`src/rtl/proximity_event_filter_pkg.sv`:
```
// Shared definitions for the presence filter: FSM encoding and 50 MHz defaults.
package proximity_event_filter_pkg;

  typedef enum logic [1:0] {
    ABSENT      = 2'd0,
    CONFIRM_ON  = 2'd1,
    PRESENT     = 2'd2,
    CONFIRM_OFF = 2'd3
  } pef_state_e;

  localparam int DEF_ON_CYCLES   = 5_000_000;
  localparam int DEF_OFF_CYCLES  = 25_000_000;
  localparam int DEF_TICK_CYCLES = 50_000_000;
  localparam int DEF_CNT_W       = 8;

  function automatic int max_int(input int a, input int b);
    return (a > b) ? a : b;
  endfunction

endpackage

```
`src/rtl/proximity_event_filter_sync_2ff.sv`:
```
// Two-flop synchronizer for asynchronous single-bit inputs (presence flag, echo).
module sync_2ff (
  input  logic clk,
  input  logic reset,
  input  logic d,
  output logic q
);

  logic meta;

  always_ff @(posedge clk or negedge reset) begin
    if (!reset) begin
      meta <= 1'b0;
      q    <= 1'b0;
    end else begin
      meta <= d;
      q    <= meta;
    end
  end

endmodule

```
`src/rtl/proximity_event_filter.sv`:
```
// Debounces the ultrasonic presence flag into approach/leave events, an approach
// counter and a dwell-seconds measurement.
module proximity_event_filter
  import proximity_event_filter_pkg::*;
#(
  parameter int ON_CYCLES   = DEF_ON_CYCLES,
  parameter int OFF_CYCLES  = DEF_OFF_CYCLES,
  parameter int TICK_CYCLES = DEF_TICK_CYCLES,
  parameter int CNT_W       = DEF_CNT_W
) (
  input  logic             clk,
  input  logic             reset,
  input  logic             state_in,
  input  logic             clr_count,
  output logic             near,
  output logic             approach,
  output logic             leave,
  output logic [CNT_W-1:0] approach_count,
  output logic [CNT_W-1:0] dwell_s
);

  localparam int TW = $clog2(max_int(ON_CYCLES, OFF_CYCLES) + 1);
  localparam int KW = $clog2(TICK_CYCLES + 1);

  localparam logic [TW-1:0]    T_ONE     = TW'(1);
  localparam logic [TW-1:0]    ON_T      = TW'(ON_CYCLES);
  localparam logic [TW-1:0]    OFF_T     = TW'(OFF_CYCLES);
  localparam logic [KW-1:0]    TICK_LAST = KW'(TICK_CYCLES - 1);
  localparam logic [CNT_W-1:0] CNT_MAX   = '1;
  localparam logic [CNT_W-1:0] CNT_ONE   = CNT_W'(1);

  logic          s;
  pef_state_e    st;
  logic [TW-1:0] timer;
  logic [KW-1:0] tick;

  sync_2ff u_sync (
    .clk   (clk),
    .reset (reset),
    .d     (state_in),
    .q     (s)
  );

  always_ff @(posedge clk or negedge reset) begin
    if (!reset) begin
      st             <= ABSENT;
      timer          <= '0;
      tick           <= '0;
      near           <= 1'b0;
      approach       <= 1'b0;
      leave          <= 1'b0;
      approach_count <= '0;
      dwell_s        <= '0;
    end else begin
      approach <= 1'b0;
      leave    <= 1'b0;
      if (clr_count) approach_count <= '0;

      // Dwell keeps running through the off-confirmation window so short gaps
      // don't interrupt it; the approach branch below overrides the restart.
      if (st == PRESENT || st == CONFIRM_OFF) begin
        if (tick == TICK_LAST) begin
          tick <= '0;
          if (dwell_s != CNT_MAX) dwell_s <= dwell_s + 1'b1;
        end else begin
          tick <= tick + 1'b1;
        end
      end

      case (st)
        ABSENT: begin
          if (s) begin
            st    <= CONFIRM_ON;
            timer <= T_ONE;
          end
        end
        CONFIRM_ON: begin
          if (!s) begin
            st    <= ABSENT;
            timer <= '0;
          end else if (timer == ON_T) begin
            st       <= PRESENT;
            timer    <= '0;
            near     <= 1'b1;
            approach <= 1'b1;
            dwell_s  <= '0;
            tick     <= '0;
            if (clr_count)                    approach_count <= CNT_ONE;
            else if (approach_count != CNT_MAX) approach_count <= approach_count + 1'b1;
          end else begin
            timer <= timer + 1'b1;
          end
        end
        PRESENT: begin
          if (!s) begin
            st    <= CONFIRM_OFF;
            timer <= T_ONE;
          end
        end
        CONFIRM_OFF: begin
          if (s) begin
            st    <= PRESENT;
            timer <= '0;
          end else if (timer == OFF_T) begin
            st    <= ABSENT;
            timer <= '0;
            near  <= 1'b0;
            leave <= 1'b1;
          end else begin
            timer <= timer + 1'b1;
          end
        end
        default: begin
          st    <= ABSENT;
          timer <= '0;
        end
      endcase
    end
  end

endmodule

```
`config.mk`:
```
export PLATFORM = sky130hd
export DESIGN_NAME = proximity_event_filter
export DESIGN_NICKNAME = d
export VERILOG_FILES = /design/src/rtl/proximity_event_filter_pkg.sv /design/src/rtl/proximity_event_filter_sync_2ff.sv /design/src/rtl/proximity_event_filter.sv
export SDC_FILE = /design/constraint.sdc
export NUM_CORES = 1
export LEC_CHECK = 0
export CAP_MARGIN = 15
export CORE_ASPECT_RATIO = 0.6
export CORE_MARGIN = 1.5
export CORE_UTILIZATION = 40
export DETAILED_ROUTE_END_ITERATION = 7
export GPL_TIMING_DRIVEN = 0
export SLEW_MARGIN = 20
export SYNTH_ARGS = -nofsm -noshare
export SYNTH_HDL_FRONTEND = slang
export SYNTH_SLANG_ARGS = --single-unit
```
`constraint.sdc`:
```
create_clock -name clk -period 3.1 [get_ports clk]
set_input_delay 0.62 -clock clk [delete_from_list [all_inputs] [get_ports clk]]
set_output_delay 0.62 -clock clk [all_outputs]
set_load 0.005 [all_outputs]
```
## After elaboration in Yosys (flattened, before gate mapping)

Cells that the tools add are included.

| storage, ports and cells | value |
|---|---|
| input port bits | 4 |
| memory bits (read-only) | 0 |
| word-level logic and storage cells | 78 |
| bits in writable memories | 0 |
| output and inout port bits | 19 |
| register bits after elaboration | 74 |
| latch bits | 0 |
| memories | 0 |

| operators by class | value |
|---|---|
| equal/unequal tests | 16 |
| reductions and logical operators | 6 |
| add/subtract/negate cells | 4 |
| multiplexer cells | 42 |
| shift-type cells | 0 |
| order comparisons | 0 |
| div/mod/pow operators | 0 |
| bitwise gates (word level) | 0 |
| multipliers | 0 |

Operators with widths:

| cell | number |
|---|---|
| $mux 25 | 6 |
| $mux 26 | 5 |
| $pmux 25 s4 | 1 |
| $mux 8 | 12 |
| $add 26x1->26 const B | 1 |
| $eq 26x26->1 const B | 1 |
| $add 25x1->25 const B | 1 |
| $eq 25x23->1 const B | 1 |
| $eq 25x25->1 const B | 1 |
| $add 8x1->8 const B | 2 |
| $ne 8x8->1 const B | 2 |
| $mux 2 | 6 |
| $mux 1 | 10 |
| $pmux 2 s4 | 1 |
| $ne 2x1->1 const B | 3 |
| $ne 2x2->1 const B | 3 |
| $reduce_and 5->1 | 1 |
| $eq 2x2->1 const B | 2 |
| $reduce_and 4->1 | 1 |
| $ne 3x1->1 const B | 1 |
| $ne 3x3->1 const B | 1 |
| $eq 2x1->1 const B | 1 |
| $logic_not 2->1 | 1 |
| $pmux 1 s2 | 1 |
| other kinds (3) | 3 |

## Longest topological paths before layout

| logic depth | value |
|---|---|
| word-level depth | 7 |
| mapped depth | 8 |
| depth with buffers taken out | 7 |

## Hierarchy

Synthesis repeated with hierarchy kept, for this count alone.

| unflattened totals | value |
|---|---|
| cell total of the unflattened synthesis | 459 |
| area total of the unflattened synthesis | 4171.5 um2 |

Modules (own cells, without submodules):

| module | sequential area each (um2) | cells an instance | instances | area each (um2) |
|---|---|---|---|---|
| proximity_event_filter | 1801.7 | 457 | 1 | 4121.5 |
| sync_2ff | 50.0 | 2 | 1 | 50.0 |

## Worst setup path before layout

Ideal clock, no wire load.

| path | value |
|---|---|
| path type | register to register |
| start | reg timer[10] |
| end | reg approach_count[5] |
| arrival time | 2.101 ns |
| required time | 2.975 ns |
| library setup time | 0.125 ns |
| buffers on the path | 1 |
| slack | 0.874 ns |
| clock period less this slack | 2.226 ns |
| stages on the path, launching flop included | 7 |
| path through | dfrtp_1 > buf_6 > or4_4 > nor4_4 > nand3_4 > nor3_2 > mux2_2 |

| on the way | value |
|---|---|
| word-level cells in the longest chain between the ends | 4 |

RTL lines:

| what | RTL line | source |
|---|---|---|
| start, declared | proximity_event_filter.sv:34 | `logic [TW-1:0] timer;` |
| start signal, assigned | proximity_event_filter.sv:91 | `timer <= timer + 1'b1;` |
| start signal, assigned | proximity_event_filter.sv:110 | `timer <= timer + 1'b1;` |
| $eq 25x23->1 | proximity_event_filter.sv:81 | `end else if (timer == ON_T) begin` |
| $mux 8 | proximity_event_filter.sv:81 |  |
| $mux 8 | proximity_event_filter.sv:78 | `if (!s) begin` |
| $mux 8 | proximity_event_filter.sv:70 | `case (st)` |
| end signal, assigned | proximity_event_filter.sv:89 | `else if (approach_count != CNT_MAX) approach_count <= approach_count + 1'b1;` |
| end, declared | proximity_event_filter.sv:18 | `output logic [CNT_W-1:0] approach_count,` |

No other way between the ends.
A chain may end at the register's enable or synchronous reset.

## Worst setup path after layout

| path | value |
|---|---|
| start | reg timer[3] |
| end | reg timer[11] |

| on the way | value |
|---|---|
| word-level cells in the longest chain between the ends | 4 |
| elaborated cells on any way between the ends | 8 |
| classes of those cells | add/sub: 1; eq/ne: 2; mux: 5 |

RTL lines:

| what | RTL line |
|---|---|
| $add 25x1->25 (tied with other cells) | proximity_event_filter.sv:91, proximity_event_filter.sv:110 |
| $mux 25, on equally long branches | proximity_event_filter.sv:104, proximity_event_filter.sv:81 |
| $mux 25, on equally long branches | proximity_event_filter.sv:101, proximity_event_filter.sv:78 |
| $pmux 25 s4 * | proximity_event_filter.sv:70 |

Mark *: on every way between the ends. The rest lies on a longest branch, timed or not.

==> flow_metrics.env <==
export IMPL_num_rows=29
export IMPL_rsz0062_at_grt="no"
export IMPL_synth_edff_count=0
export IMPL_htree_levels=3
export IMPL_syn_num_nets=484
export IMPL_layout_min_cycle_time_ns=2.48
export IMPL_dr_pass1_iters=4
export IMPL_gp_congestion=0.862
export IMPL_areaGrowthSynthToFinish_pct=16.9
export IMPL_port_buffers=22
export IMPL_die_area_mm2=0.0114
export IMPL_finalHoldViolCount=0
export IMPL_p_total_mw=2.66
export IMPL_synthCells=475
export IMPL_num_nets_final=518
export IMPL_antenna_found_initial=0
export IMPL_hold_buffers=0
export IMPL_via_count=3727
export IMPL_grt_max_degree=51
export IMPL_overflow=0
export IMPL_synth_cell_types=62
export IMPL_cts_buffers=9
export IMPL_fin_worst_skew_ns=0.00709
export IMPL_fillers=961
export IMPL_finalSetupViolCount=0
export IMPL_place_area_mm2=0.00471
export IMPL_power_leakage_nw=2.04
export IMPL_cts_tree="built"
export IMPL_final_area_mm2=0.00501
export IMPL_syn_area_mm2=0.00429
export IMPL_crit_arrival_ns=2.67
export IMPL_post_drt_wl_per_cell_um=16.1
export IMPL_required_ns=3.29
export IMPL_layout_commonest_cell="dfrtp_1"
export IMPL_reg2reg_slack_ns=0.62
export IMPL_p_per_area_mw_per_mm2=530
export IMPL_syn_area_per_cell_um2=9.03
export IMPL_drive_gt1_frac=0.103
export IMPL_crit_fanout=10
export IMPL_cp_start_kind="flip-flop"
export IMPL_die_w_um=137
export IMPL_peakVddDrop_uv=310
export IMPL_clock_path_buffers=2
export IMPL_fin_setup_tns_ns=0
export IMPL_post_cts_buffers=0
export IMPL_crit_type="reg2reg"
export IMPL_start_util=0.409
export IMPL_worstMarginPinSlew_ns=1.05
export IMPL_hp_class="in2async"
export IMPL_drc=0
export IMPL_holdWs_ns=0.203
export IMPL_status="completed"
export IMPL_grt_pass1_vias=3432
export IMPL_maxSlewHeadroom=0.296
export IMPL_grt_usage=0.198
export IMPL_ios=23
export IMPL_max_freq_ghz=0.403
export IMPL_ys_warn_count=0
export IMPL_cts_resized=0
export IMPL_synth_seq_cells=74
export IMPL_synth_async_reset_ratio=1.00
export IMPL_maxSlewViolCount=0
export IMPL_hpwl_mm=7.56
export IMPL_vias_per_cell=5.71
export IMPL_wl_mm=10.5
export IMPL_drt_iter0_markers=316
export IMPL_clkLatencyLatePin_ns=0.33
export IMPL_layout_common_cells="dfrtp_1 (74), nand2_1 (56), nor2_1 (49)"
export IMPL_maxCapViolCount=0
export IMPL_grt_pass1_wl_mm=17.7
export IMPL_cts_sinks=74
export IMPL_synth_ff_type="dfrtp_1"
export IMPL_timing_final_crit_share=0.800
export IMPL_seq_area_frac_synth=0.432
export IMPL_root_buffer="clkbuf_16"
export IMPL_ant_nets=0
export IMPL_fp_dieH_um=83.2
export IMPL_core_area_mm2=0.0105
export IMPL_worstSetupEndpointType="flip-flop"
export IMPL_clk_pin_slew_ns=0.06
export IMPL_n_antenna_cell=0
==> Yosys cell counts (all sizes together) (5+ instances only) <==
library cell   n  area, um^2
buf           11        80.1
nand3         26         143
o21ai         17        85.1
ha             5        62.6
xor2           6        52.6
a21oi          9        48.8
dfrtp         74        1850
and4           6        52.6
o211ai        19         143
nand2         56         210
xnor2         20         175
or3            5        31.3
or2            6        37.5
nor4          15         115
nor2          49         184
o22ai          6        37.5
nor3          15        85.1
nand4         18         113
and3          19         120
clkbuf        10        38.8
and2           7        43.8
nor2b          5        31.3
inv           18        67.6
==> metrics by stage <==
stage / instances / setup WS, ns / util
detailed placement: 637 / 0.646 / 0.449
global route: 653 / 0.460 / 0.478
finish: 653 / 0.620 / 0.478
floorplan: 475 / 0.874 / -
global placement: 636 / -1.38 / 0.447
CTS: 653 / 0.636 / 0.478
==> metal layers <==
metal,vias up,global-route usage,share of wire
met5,-,0,0
met4,0,0.0435,0.0074
met3,7,0.0488,0.057
met2,116,0.260,0.40
met1,1804,0.318,0.54
li1,1800,-,-
==> power by group <==
part	leakage (nW)	internal, mW	switching, mW	total [mW]
logic	0.889	0.163	0.334	0.497
registers	1.01	1.04	0.0659	1.10
clock network	0.145	0.666	0.392	1.06
==> critical path, cell delays in order (launching register included) <==
cell and delay (ns):
dfrtp_1 0.46, or4_4 0.58, nor4_4 0.48, a21boi_2 0.17, clkbuf_1 0.31, o21ai_0 0.24, o211ai_1 0.11
==> cell families after synthesis <==
kind of cell | share of synthesized area
DFF | 0.432
buffers and inverters | 0.0435
muxes | 0.0123
and+or+nand+nor | 0.324
xor gates and xnor gates | 0.0531
adders and majority gates | 0.0146
AOI/OAI and AO/OA | 0.121
==> flip-flops by register name (all words and copies together), names as in the netlist, named ones only <==
register / count
tick: 26
timer: 25
leave: 1
u_sync.meta: 1
st: 1
dwell_s: 8
u_sync.q: 1
approach: 1
near: 1
approach_count: 8
==> path summary, 6_finish.rpt <==
check,to,from,cells after the start
worst max-delay path,timer[11],timer[3],6
worst min-delay path,approach_count[2],reset,1
worst max register to register,timer[11],timer[3],6
worst min register to register,u_sync.q,u_sync.meta,0
max in group asynchronous,tick[19],reset,2
min in group clk,u_sync.q,u_sync.meta,0
==> cell type report <==
class / instances / area, um^2 / share of cell area
clock inverter: 4 / 50.0 / 0.00998
buffer: 21 / 119 / 0.0237
timing repair buffer: 23 / 245 / 0.0489
inverter: 18 / 67.6 / 0.0135
clock buffer: 12 / 256 / 0.0511
sequential: 74 / 1850 / 0.369
tap: 139 / 174 / 0.0347
multi-input combinational: 362 / 2250 / 0.449
No activity file was read; power rests on OpenSTA's default activity.
